File: src/rtl/adat_pkg.sv
// ADAT deframer shared definitions: frame geometry, FSM state encoding, group helper.
// Latency: n/a (package only).
// Backpressure: n/a (package only).
package adat_pkg;

    localparam int ADAT_CHANNELS       = 8;
    localparam int ADAT_NIBBLES_PER_CH = 6;
    localparam int ADAT_GROUPS         = 49;
    localparam int ADAT_SAMPLE_W       = 24;

    typedef enum logic [1:0] {
        WAIT_SYNC = 2'd0,
        MARKER    = 2'd1,
        NIBBLE    = 2'd2,
        GAP       = 2'd3
    } adat_state_e;

    // Group 0 carries user bits; audio group g closes a channel when g is a multiple of 6.
    function automatic logic is_sample_end(input logic [5:0] grp);
        return (grp != 6'd0) && ((grp % 6'(ADAT_NIBBLES_PER_CH)) == 6'd0);
    endfunction

endpackage

File: src/rtl/adat_nibble_shifter.sv
// 4-bit serial-to-parallel converter; done_o flags the bit that completes a nibble.
// Latency: combinational nibble_o/done_o on the completing bit (first bit ends up in [3]).
// Backpressure: none; advances only on shift_i, clr_i restarts the count.
// Ports: clk_i/rst_i clock and sync reset, clr_i restart, shift_i/bit_i serial input,
//        nibble_o assembled nibble (valid with done_o), done_o 4th-bit strobe.
module adat_nibble_shifter (
    input  logic       clk_i,
    input  logic       rst_i,
    input  logic       clr_i,
    input  logic       shift_i,
    input  logic       bit_i,
    output logic [3:0] nibble_o,
    output logic       done_o
);

    logic [1:0] cnt_q, cnt_d;
    logic [2:0] sh_q,  sh_d;

    always_comb begin
        cnt_d = cnt_q;
        sh_d  = sh_q;
        if (clr_i) begin
            cnt_d = '0;
            sh_d  = '0;
        end else if (shift_i) begin
            cnt_d = cnt_q + 2'd1;
            sh_d  = {sh_q[1:0], bit_i};
        end
    end

    // Only three bits are stored: the 4th arrives on bit_i in the completing cycle.
    assign nibble_o = {sh_q, bit_i};
    assign done_o   = shift_i && !clr_i && (cnt_q == 2'd3);

    always_ff @(posedge clk_i) begin
        if (rst_i) begin
            cnt_q <= '0;
            sh_q  <= '0;
        end else begin
            cnt_q <= cnt_d;
            sh_q  <= sh_d;
        end
    end

endmodule

File: src/rtl/adat_frame_deframer.sv
// ADAT frame deframer: splits a decoded bitstream into user nibble + 8 x 24-bit samples, tracks lock.
// Latency: strobes (user/sample/frame/error) one cycle after the accepted bit that causes them.
// Backpressure: none; valid_i low stalls indefinitely, every valid bit is consumed.
// Ports: clk_i/rst_i clock and sync reset; data_i/valid_i/sync_i bit input;
//        sample_o/channel_o/sample_valid_o audio; user_o/user_valid_o user bits;
//        frame_o good-frame strobe; locked_o alignment level; error_o framing-violation strobe.
module adat_frame_deframer
    import adat_pkg::*;
#(
    parameter int LOCK_FRAMES  = 2,
    parameter int SYNC_GAP_MAX = 16
) (
    input  logic                     clk_i,
    input  logic                     rst_i,
    input  logic                     data_i,
    input  logic                     valid_i,
    input  logic                     sync_i,
    output logic [ADAT_SAMPLE_W-1:0] sample_o,
    output logic [2:0]               channel_o,
    output logic                     sample_valid_o,
    output logic [3:0]               user_o,
    output logic                     user_valid_o,
    output logic                     frame_o,
    output logic                     locked_o,
    output logic                     error_o
);

    localparam int GOOD_W = (LOCK_FRAMES < 2) ? 1 : $clog2(LOCK_FRAMES + 1);

    adat_state_e              state_q, state_d;
    logic [5:0]               group_q, group_d;
    logic [2:0]               ch_q, ch_d;
    logic [4:0]               gap_q, gap_d, gap_inc;
    logic [ADAT_SAMPLE_W-1:0] sr_q, sr_d;
    logic [2:0]               channel_q, channel_d;
    logic [3:0]               user_q, user_d;
    logic                     sample_vld_q, sample_vld_d;
    logic                     user_vld_q, user_vld_d;
    logic                     frame_q, frame_d;
    logic                     error_q, error_d;
    logic [GOOD_W-1:0]        good_q, good_d;
    logic                     start_frame;
    logic                     shift_en, shift_clr, nib_done;
    logic [3:0]               nib;

    // Any accepted sync bit restarts the frame, so the shifter is cleared on it in every state.
    assign shift_en  = valid_i && !sync_i && (state_q == NIBBLE);
    assign shift_clr = valid_i && sync_i;

    adat_nibble_shifter u_shifter (
        .clk_i    (clk_i),
        .rst_i    (rst_i),
        .clr_i    (shift_clr),
        .shift_i  (shift_en),
        .bit_i    (data_i),
        .nibble_o (nib),
        .done_o   (nib_done)
    );

    always_comb begin
        state_d      = state_q;
        group_d      = group_q;
        ch_d         = ch_q;
        gap_d        = gap_q;
        sr_d         = sr_q;
        channel_d    = channel_q;
        user_d       = user_q;
        sample_vld_d = 1'b0;
        user_vld_d   = 1'b0;
        frame_d      = 1'b0;
        error_d      = 1'b0;
        start_frame  = 1'b0;
        gap_inc      = (gap_q == 5'h1f) ? gap_q : gap_q + 5'd1;

        if (valid_i) begin
            case (state_q)
                WAIT_SYNC: start_frame = sync_i;
                MARKER: begin
                    if (sync_i) begin
                        error_d     = 1'b1;
                        start_frame = 1'b1;
                    end else if (!data_i) begin
                        error_d = 1'b1;
                        state_d = WAIT_SYNC;
                    end else begin
                        state_d = NIBBLE;
                    end
                end
                NIBBLE: begin
                    if (sync_i) begin
                        error_d     = 1'b1;
                        start_frame = 1'b1;
                    end else if (nib_done) begin
                        sr_d = {sr_q[ADAT_SAMPLE_W-5:0], nib};
                        if (group_q == 6'd0) begin
                            user_d     = nib;
                            user_vld_d = 1'b1;
                        end else if (is_sample_end(group_q)) begin
                            channel_d    = ch_q;
                            sample_vld_d = 1'b1;
                            // Any violation aborts the frame, so reaching channel 7 implies a clean frame.
                            frame_d      = (ch_q == 3'(ADAT_CHANNELS - 1));
                            ch_d         = ch_q + 3'd1;
                        end
                        if (group_q == 6'(ADAT_GROUPS - 1)) begin
                            state_d = GAP;
                            gap_d   = '0;
                        end else begin
                            state_d = MARKER;
                            group_d = group_q + 6'd1;
                        end
                    end
                end
                GAP: begin
                    if (sync_i) begin
                        start_frame = 1'b1;
                    end else if (data_i || (int'(gap_inc) > SYNC_GAP_MAX)) begin
                        error_d = 1'b1;
                        state_d = WAIT_SYNC;
                    end else begin
                        gap_d = gap_inc;
                    end
                end
                default: state_d = WAIT_SYNC;
            endcase

            // The sync bit is itself the group-0 marker, so it is checked like any marker.
            if (start_frame) begin
                group_d = '0;
                ch_d    = '0;
                gap_d   = '0;
                sr_d    = '0;
                if (data_i) begin
                    state_d = NIBBLE;
                end else begin
                    error_d = 1'b1;
                    state_d = WAIT_SYNC;
                end
            end
        end

        good_d = good_q;
        if (error_q) begin
            good_d = '0;
        end else if (frame_q && !locked_o) begin
            good_d = good_q + GOOD_W'(1);
        end
    end

    always_ff @(posedge clk_i) begin
        if (rst_i) begin
            state_q      <= WAIT_SYNC;
            group_q      <= '0;
            ch_q         <= '0;
            gap_q        <= '0;
            sr_q         <= '0;
            channel_q    <= '0;
            user_q       <= '0;
            sample_vld_q <= 1'b0;
            user_vld_q   <= 1'b0;
            frame_q      <= 1'b0;
            error_q      <= 1'b0;
            good_q       <= '0;
        end else begin
            state_q      <= state_d;
            group_q      <= group_d;
            ch_q         <= ch_d;
            gap_q        <= gap_d;
            sr_q         <= sr_d;
            channel_q    <= channel_d;
            user_q       <= user_d;
            sample_vld_q <= sample_vld_d;
            user_vld_q   <= user_vld_d;
            frame_q      <= frame_d;
            error_q      <= error_d;
            good_q       <= good_d;
        end
    end

    // The shift register holds the completed sample in the strobe cycle; between
    // strobes it shows partial data, so sample_o is meaningful only with sample_valid_o.
    assign sample_o       = sr_q;
    assign channel_o      = channel_q;
    assign sample_valid_o = sample_vld_q;
    assign user_o         = user_q;
    assign user_valid_o   = user_vld_q;
    assign frame_o        = frame_q;
    assign error_o        = error_q;
    assign locked_o       = (good_q == GOOD_W'(LOCK_FRAMES));

endmodule

File: config.mk
export PLATFORM = sky130hd
export DESIGN_NAME = adat_frame_deframer
export DESIGN_NICKNAME = d
export VERILOG_FILES = /design/src/rtl/adat_pkg.sv /design/src/rtl/adat_nibble_shifter.sv /design/src/rtl/adat_frame_deframer.sv
export SDC_FILE = /design/constraint.sdc
export NUM_CORES = 1
export LEC_CHECK = 0
export CORE_UTILIZATION = 50
export DETAILED_ROUTE_END_ITERATION = 12
export GPL_ROUTABILITY_DRIVEN = 0
export PLACE_DENSITY = 0.79
export SETUP_SLACK_MARGIN = 0.15
export SYNTH_ARGS = -nofsm -noshare
export SYNTH_HDL_FRONTEND = slang
export SYNTH_SLANG_ARGS = --single-unit
File: constraint.sdc
create_clock -name clk_i -period 3.17 [get_ports clk_i]
set_input_delay 0.634 -clock clk_i [delete_from_list [all_inputs] [get_ports clk_i]]
set_output_delay 0.634 -clock clk_i [all_outputs]
set_load 0.005 [all_outputs]
# Yosys cells after proc, flatten, opt, wreduce, memory -nomap -nowiden
# Cells that the tools add are included.
[op_classes] n_mux=44 n_reduce_logical=34 eq_ne=18 addsub=5 order_cmp=1 div=1 n_bitwise=6
[ops] op="2-to-1 mux 24 bit" count=4
[ops] op="2-to-1 mux 5 bit" count=7
[ops] op="2-to-1 mux 6 bit" count=5
[ops] op="2-to-1 mux 3 bit" count=6
[ops] op="2-to-1 mux 2 bit" count=8
[ops] op="AND reduction 7 bit" count=2
[ops] op="logical NOT 6 bit" count=2
[ops] op="!= test 3 bit, second input constant" count=4
[ops] op="AND reduction 6 bit" count=2
[ops] op="2-to-1 mux 1 bit" count=10
[ops] op="case mux 5 bit (2 select lines)" count=1
[ops] op="AND reduction 5 bit" count=2
[ops] op="== test 2 bit, second input constant" count=4
[ops] op="logical AND 1 bit" count=7
[ops] op="OR reduction 7 bit" count=1
[ops] op="adder 6 x 1 -> 6 bit, second input constant" count=1
[ops] op="== test 6 bit, second input constant" count=1
[ops] op="modulo 6 x 3 -> 6 bit, second input constant" count=1
[ops] op="!= test 2 x 1 -> 1 bit, second input constant" count=3
[ops] op="!= test 3 x 2 -> 1 bit, second input constant" count=2
[ops] op="inverter 1 bit" count=6
[ops] op="case mux 2 bit (3 select lines)" count=1
[ops] op="nonzero test 2 bit" count=3
[ops] op="nonzero test 6 bit" count=1
[ops] op="other kinds (20)" count=25
[word_totals] in_bits=5 register_bits=58 output_inout_bits=36

# Depth between registers and ports, before layout
# Gate-level depths: netlist of run 1.
[depth] word_depth=9 ltp_mapped=10

# Hierarchy
# A second synthesis of run 1 with hierarchy kept.
[hier_totals] hier_cells=284 hier_area_um2=2731.4
[modules_own_cells] module="adat_frame_deframer" seq_area_each_um2=1061.0 cells_each=264 area_per_inst_um2=2518.7 instances=1
[modules_own_cells] module="adat_nibble_shifter" seq_area_each_um2=100.1 cells_each=20 area_per_inst_um2=212.7 instances=1

# Worst setup path after synthesis of run 1
# No wires, ideal clock.
[synth_timing] kind="register -> register" from="reg group_q[2]" to="reg channel_q[0] (netlist: channel_o[0])" n_path_buf=1 t_arrival_ps=2104 required_time_ps=3043 slack_ps=939 synth_period_minus_slack_ps=2231 path_stages_with_launch=11 cell_sequence="dfxtp_1 > buf_4 > nor2b_1 > mux2i_1 > mux2i_1 > ha_1 > and3b_1 > o21ai_0 > a311oi_2 > o211ai_2 > mux2i_1"
[synth_via] elab_chain_len=4 elab_cells_between_ends=7 cone_classes="div (1); bitwise (1); reduce/logical (5)"
[synth_lines] element="start, declared" line="adat_frame_deframer.sv:31" text="logic [5:0] group_q, group_d;"
[synth_lines] element="start signal, assigned" line="adat_frame_deframer.sv:166" text="group_q <= group_d;"
[synth_lines] element="modulo 6 x 3 -> 6 bit" line="adat_pkg.sv:20" text="return (grp != 6'd0) && ((grp % 6'(ADAT_NIBBLES_PER_CH)) == 6'd0);"
[synth_lines] element="logical NOT 6 bit" line="adat_pkg.sv:20"
[synth_lines] element="logical AND 1 bit" line="adat_pkg.sv:20"
[synth_lines] element="AND reduction 6 bit (no source line) *"
[synth_lines] element="end signal, assigned" line="adat_frame_deframer.sv:170" text="channel_q <= channel_d;"
[synth_lines] element="end, declared" line="adat_frame_deframer.sv:35" text="logic [2:0] channel_q, channel_d;"
# Mark *: on every way between the ends. The rest lies on a longest branch, timed or not.
# A chain may end at the register's enable or synchronous reset.

# Worst setup path in the final report of run 1
[layout_timing] from="reg group_q[2]" to="reg ch_q[0]"
[layout_via] elab_chain_len=5 elab_cells_between_ends=8 cone_classes="div (1); eq/ne (1); reduce/logical (6)"
[layout_lines] element="modulo 6 x 3 -> 6 bit" line="adat_pkg.sv:20"
[layout_lines] element="logical NOT 6 bit" line="adat_pkg.sv:20"
[layout_lines] element="logical AND 1 bit" line="adat_pkg.sv:20"
[layout_lines] element="nonzero test 2 bit (no source line)"
[layout_lines] element="AND reduction 6 bit (no source line) *"
[layout_lines] element="end signal, assigned" line="adat_frame_deframer.sv:167" text="ch_q <= ch_d;"
[layout_lines] element="end, declared" line="adat_frame_deframer.sv:32" text="logic [2:0] ch_q, ch_d;"
# Marked as above.

==> impl_metrics.csv, run 1 <==
group,metric,value,unit
floorplan,dieArea,5860,µm²
min_path,whs_endpoint,"good_q[0]",
cts,htree_levels,3,
floorplan,fp.dieW,76.5,µm
final_layout,nets,345,
placement,hpwl,4040,µm
worst_setup_path,setup.worst_path.class,"flip-flop to flip-flop",
worst_setup_path,cp_max_fo,12,
cts,clkSlewWorstSetupHoldPaths,0.07,ns
global_route,antenna_found_initial,0,
synth,synthCells,298,
detailed_routing,viasPerCell,5.66,
detailed_routing,drtAntennaViolNets,0,
cts,cts_tree,"built",
synth,synth_top_cell_by_area,"dfxtp_1",
global_route,grt_max_degree,31,
synth,synth-main-ff-cell,"dfxtp_1",
cts,cts-root-buf,"clkbuf_8",
synth,netlist_area,2780,µm²
detailed_routing,vias,2305,
cts,clk_latency,0.34,ns
final_layout,nFillCells,436,
floorplan,io_pins,41,
final_layout,ff_latch_area,1160,µm²
cts,numCtsBuffers,9,
power,p_total,1400,µW
floorplan,start_util,0.530,
min_path,hold_path_class,"flip-flop to flip-flop",
detailed_routing,drt_iter0_markers,113,
floorplan,num_rows,26,
detailed_routing,drt_pass1_iterations,4,
placement,io_buffers,40,
job,maxCapViolations,0,
sta,slew_viol_final,0,
synth,synth_edf_count,0,
synth,yosys.area.top_type_share,0.418,
min_path,hold_start,"error_o",
worst_setup_path,r2r-end,"ch_q[0]",
global_route,grt_pass1_wl,10400,µm
worst_setup_path,end_kind,"flip-flop",
sta,finClkSkew,0.00557,ns
synth,synthTopCellsByCount,"dfxtp_1 (58), nor2_1 (45), a22oi_1 (24), mux2i_1 (15), inv_1 (12)",
detailed_routing,wire_per_inst,14.6,µm
sta,fin_crit_sh,0.865,
sta,worstMarginPinSlew,1.24,ns
floorplan,fp.dieH,76.5,µm
cts,clockBufferDepth,2,
worst_setup_path,reg2reg_from,"group_q[2]",
sta,rsz0062_at_grt,"false",
synth,syn_nets,311,
sta,slew_headroom,0.171,
final_layout,diodes,0,
global_route,grt_pass1_vias,2193,
placement,place_area,3190,µm²
detailed_routing,routed_wl,5950,µm
synth,yosys_warnings,0,
synth,yosysMostFrequentCell,"dfxtp_1",
placement,dp_cells,391,
cts,postCtsSetupBuffers,0,
final_layout,fin_area,3370,µm²
final_layout,stdcell_count,407,
final_layout,final_util,0.643,
worst_setup_path,r2r_cells,9,
min_path,min_path_cells,1,
cts,ctsResizeCount,0,
sta,setup_viol,0,
synth,synth_cell_types,55,
worst_setup_path,r2r_slack,0.43,ns
final_layout,syn_to_final_growth,21.2,%
cts,clock-sinks,58,
sta,setup_tns,0,ns
run_status,status,"completed",
global_route,grt_overflow_total,0,
power,p_leak,0.00121,µW
worst_setup_path,crit_required,3.43,ns
sta,final.min_clock_period,2.74,ns
worst_setup_path,arrival,3.00,ns
power,power_density,416,nW/µm²
sta,clock.fmax,365,MHz
worst_setup_path,critPathLaunchType,"flip-flop",
cts,hold_buffers,0,
detailed_routing,drc,0,
synth,yosysSeqAreaShare,0.418,
synth,synthArstFlopShare,0,
final_layout,multi_input_area,1460,µm²
synth,synthTopCellsByArea,"dfxtp_1 (42%), a22oi_1 (6.5%), nor2_1 (6.1%)",
power,irDropWorstVdd,0.276,mV
synth,ys_ff_latch,58,
floorplan,fp.coreArea,5240,µm²
sta,hold_viol,0,
global_route,track_usage,0.222,
synth,avgSynthCellArea,9.32,µm²
final_layout,drive_gt1_frac,0.116,
-- cells in the final DEF, fill, tap and decap left out, drive strengths merged, types with 3 or more instances in the layout --
cell type	count
nor3b	6
clkbuf	10
ha	8
a22oi	24
nor3	5
clkdlybuf4s50	40
nand2	7
and3b	4
clkinvlp	3
nor2	45
a21oi	11
nand3	5
o21ai	7
dfxtp	58
inv	13
o22ai	7
buf	5
nor2b	3
xnor2	8
o211ai	4
mux2i	15
nand2b	8
a21o	4
a31oi	3
-- worst max path at each step --
| stage | startpoint | to |
|---|---|---|
| after global routing | group_q[2] | ch_q[0] |
| after CTS | group_q[2] | ch_q[0] |
| after floorplan | group_q[2] | channel_o[0] |
| after detailed placement | valid_i | sample_o[18] |
| final | group_q[2] | ch_q[0] |
| after global placement | valid_i | sample_o[20] |
-- per-stage QoR --
step                      hold WS (ns)  setup slack [ns]
after floorplan                  0.435             0.939
after global placement           0.434             0.511
after detailed placement         0.433             0.465
after CTS                        0.444             0.445
after global routing             0.463             0.198
final                            0.438             0.428
-- worst max-delay path: stages, from the launching register on --
cell      delay (ns)
dfxtp_1         0.61
nor2b_1         0.32
mux2i_1         0.12
mux2i_1         0.18
ha_1            0.26
and3b_1         0.17
o21ai_0         0.11
a311oi_2        0.44
o211ai_2        0.23
o22ai_1         0.22
-- sequential cells by signal, summed over array words and instances (netlist names) --
signal and flops:
group_q 6, ch_q 3, u_shifter.cnt_q 2, state_q 2
gap_q 5, sample_valid_o 1, channel_o 3, error_o 1
frame_o 1, user_o 4, user_valid_o 1, sample_o 24
u_shifter.sh_q 3, good_q 2
-- layout make-up --
type                    instances  area share
clock buffers                  10      0.0409
flip-flops and latches         58       0.345
repair buffers                 45       0.130
clock inverters                 6      0.0123
well taps                      70      0.0260
multi-input cells             206       0.433
inverters                      12      0.0134
-- power breakdown --
group | total (µW) | switching, µW | internal, µW
Clock | 607 | 303 | 304
Sequential | 735 | 3.83 | 731
Combinational | 58.6 | 37.3 | 21.3
Total | 1400 | 344 | 1060
-- routing by layer --
metal,up-vias,routed length (µm),global-route usage
met3,5,280,0.0826
met1,1110,2650,0.262
li1,1140,-,-
met4,0,31,0.0635
met2,50,2990,0.376
met5,-,0,0
-- cell families (layout without fill, tap and decap cells) --
group           after synthesis  count (layout)  share of synthesized area
xor+xnor                      9               9                     0.0311
flops                        58              58                      0.418
buf+inv                      34              73                     0.0590
compound gates               75              75                      0.197
simple gates                 98              98                      0.200
mux                          16              16                     0.0581
fa+ha+maj                     8               8                     0.0360
Power figures use the tool's default switching activity.
==> run 2, diff against run 1 <==
- clock period: 3.17 -> 3.1 ns (I/O delays scaled with it)
==> impl_metrics.csv, run 2 (synthesized netlist as in run 1, its figures left out) <==
group,metric,value,unit
worst_setup_path,cpMostUsedCell,"mux2i_1",
sta,fin_crit_sh,0.865,
floorplan,start_util,0.530,
min_path,hold_path_class,"flip-flop to flip-flop",
global_route,grt_pass1_vias,2216,
final_layout,final_cell_mix,"dfxtp_1 (58), nor2_1 (45), clkdlybuf4s50_1 (40)",
cts,hold_buffers,0,
cts,postCtsSetupBuffers,0,
power,p_leak,0.00121,µW
sta,finClkSkew,0.00861,ns
detailed_routing,routed_wl,5910,µm
cts,cts_tree,"built",
cts,clock-sinks,58,
final_layout,stdcell_count,407,
sta,final.min_clock_period,2.68,ns
final_layout,nets,345,
sta,slew_viol_final,0,
placement,hpwl,4030,µm
final_layout,diodes,0,
power,irDropWorstVdd,0.376,mV
worst_setup_path,end_kind,"flip-flop",
worst_setup_path,critPathTopFamily,"compound AO/OA/AOI/OAI gates",
sta,slew_headroom,0.171,
sta,clock.fmax,373,MHz
detailed_routing,viasPerCell,5.70,
sta,worstMarginPinSlew,1.24,ns
floorplan,num_rows,26,
cts,clockBufferDepth,2,
detailed_routing,drt_iter0_markers,109,
detailed_routing,drt_pass1_iterations,4,
floorplan,fp.coreArea,5240,µm²
final_layout,largest_reg_flops,24,
placement,dp_cells,391,
worst_setup_path,crit_required,3.31,ns
job,maxCapViolations,0,
placement,place_area,3190,µm²
global_route,antenna_found_initial,0,
worst_setup_path,crit_slowest_cell,"dfxtp_1",
cts,ctsResizeCount,0,
detailed_routing,wire_per_inst,14.5,µm
sta,rsz0062_at_grt,"false",
floorplan,io_pins,41,
placement,io_buffers,40,
run_status,status,"completed",
detailed_routing,drc,0,
power,power_density,426,nW/µm²
final_layout,syn_to_final_growth,21.3,%
cts,cts-root-buf,"clkbuf_8",
detailed_routing,drtAntennaViolNets,0,
worst_setup_path,cp_max_fo,12,
worst_setup_path,critPathLaunchType,"flip-flop",
global_route,grt_overflow_total,0,
cts,numCtsBuffers,9,
global_route,track_usage,0.221,
final_layout,final_util,0.643,
sta,setup_viol,0,
worst_setup_path,setup.worst_path.class,"flip-flop to flip-flop",
worst_setup_path,r2r_slack,0.42,ns
sta,hold_viol,0,
floorplan,fp.dieH,76.5,µm
floorplan,fp.dieW,76.5,µm
cts,clkSlewWorstSetupHoldPaths,0.07,ns
worst_setup_path,path_cells,"nor2b_1, mux2i_1, mux2i_1, ha_1, and3b_1, o21ai_0, a311oi_2, o311a_1, o22ai_1",
global_route,grt_max_degree,31,
detailed_routing,vias,2318,
floorplan,dieArea,5860,µm²
worst_setup_path,slowest_delay,0.61,ns
final_layout,final_common_cell,"dfxtp_1",
final_layout,drive_gt1_frac,0.116,
cts,htree_levels,3,
cts,clk_latency,0.33,ns
sta,setup_tns,0,ns
worst_setup_path,arrival,2.89,ns
worst_setup_path,crit_buf_inv,0,
global_route,grt_pass1_wl,10400,µm
final_layout,fin_area,3370,µm²
## run 2: cell count changes in the layout (fill, tap and decap cells not counted)
cell	delta
clkinv_4	+2
inv_6	-1
clkinvlp_4	-1
## run 2: metrics by stage
| step | setup slack (ns) | hold WS (ns) | power (µW) |
|---|---|---|---|
| after floorplan | 0.869 | 0.435 | 810 |
| after global placement | 0.444 | 0.433 | 827 |
| after detailed placement | 0.435 | 0.451 | 827 |
| after CTS | 0.426 | 0.461 | 1450 |
| after global routing | 0.192 | 0.479 | 1490 |
| final | 0.419 | 0.456 | 1430 |
## run 2: final timing paths
path         startpoint        end  cells past startpoint
min reg2reg     error_o  good_q[0]                      1
min             error_o  good_q[0]                      1
max          group_q[2]    ch_q[1]                      9
max reg2reg  group_q[2]    ch_q[1]                      9
## run 2: power by group
part           switching [µW]  leakage [µW]  internal, µW
Sequential               3.91      0.000467           747
Combinational            37.0      0.000653          21.8
Clock                     313     0.0000882           311
Total                     354       0.00121          1080
## run 2: worst reg2reg max path, cell delays in order (launching register included)
cell,delay [ns]
dfxtp_1,0.61
nor2b_1,0.30
mux2i_1,0.11
mux2i_1,0.15
ha_1,0.27
and3b_1,0.17
o21ai_0,0.10
a311oi_2,0.45
o311a_1,0.29
o22ai_1,0.10
## run 2: final cells by class
class | count | area [µm²]
Sequential cell | 58 | 1160
Clock inverter | 6 | 42.5
Inverter | 12 | 45.0
Fill cell | 453 | 1870
Tap cell | 70 | 87.6
Clock buffer | 10 | 138
Timing Repair Buffer | 45 | 438
Multi-Input combinational cell | 206 | 1460
## run 2: metal layers
metal  global-route usage  share of wire  vias to the layer above
met5                    0              0                        -
met4               0.0981          0.020                        0
met3               0.0587          0.039                       12
met2                0.363           0.49                       42
met1                0.270           0.45                     1118
li1                     -              -                     1146
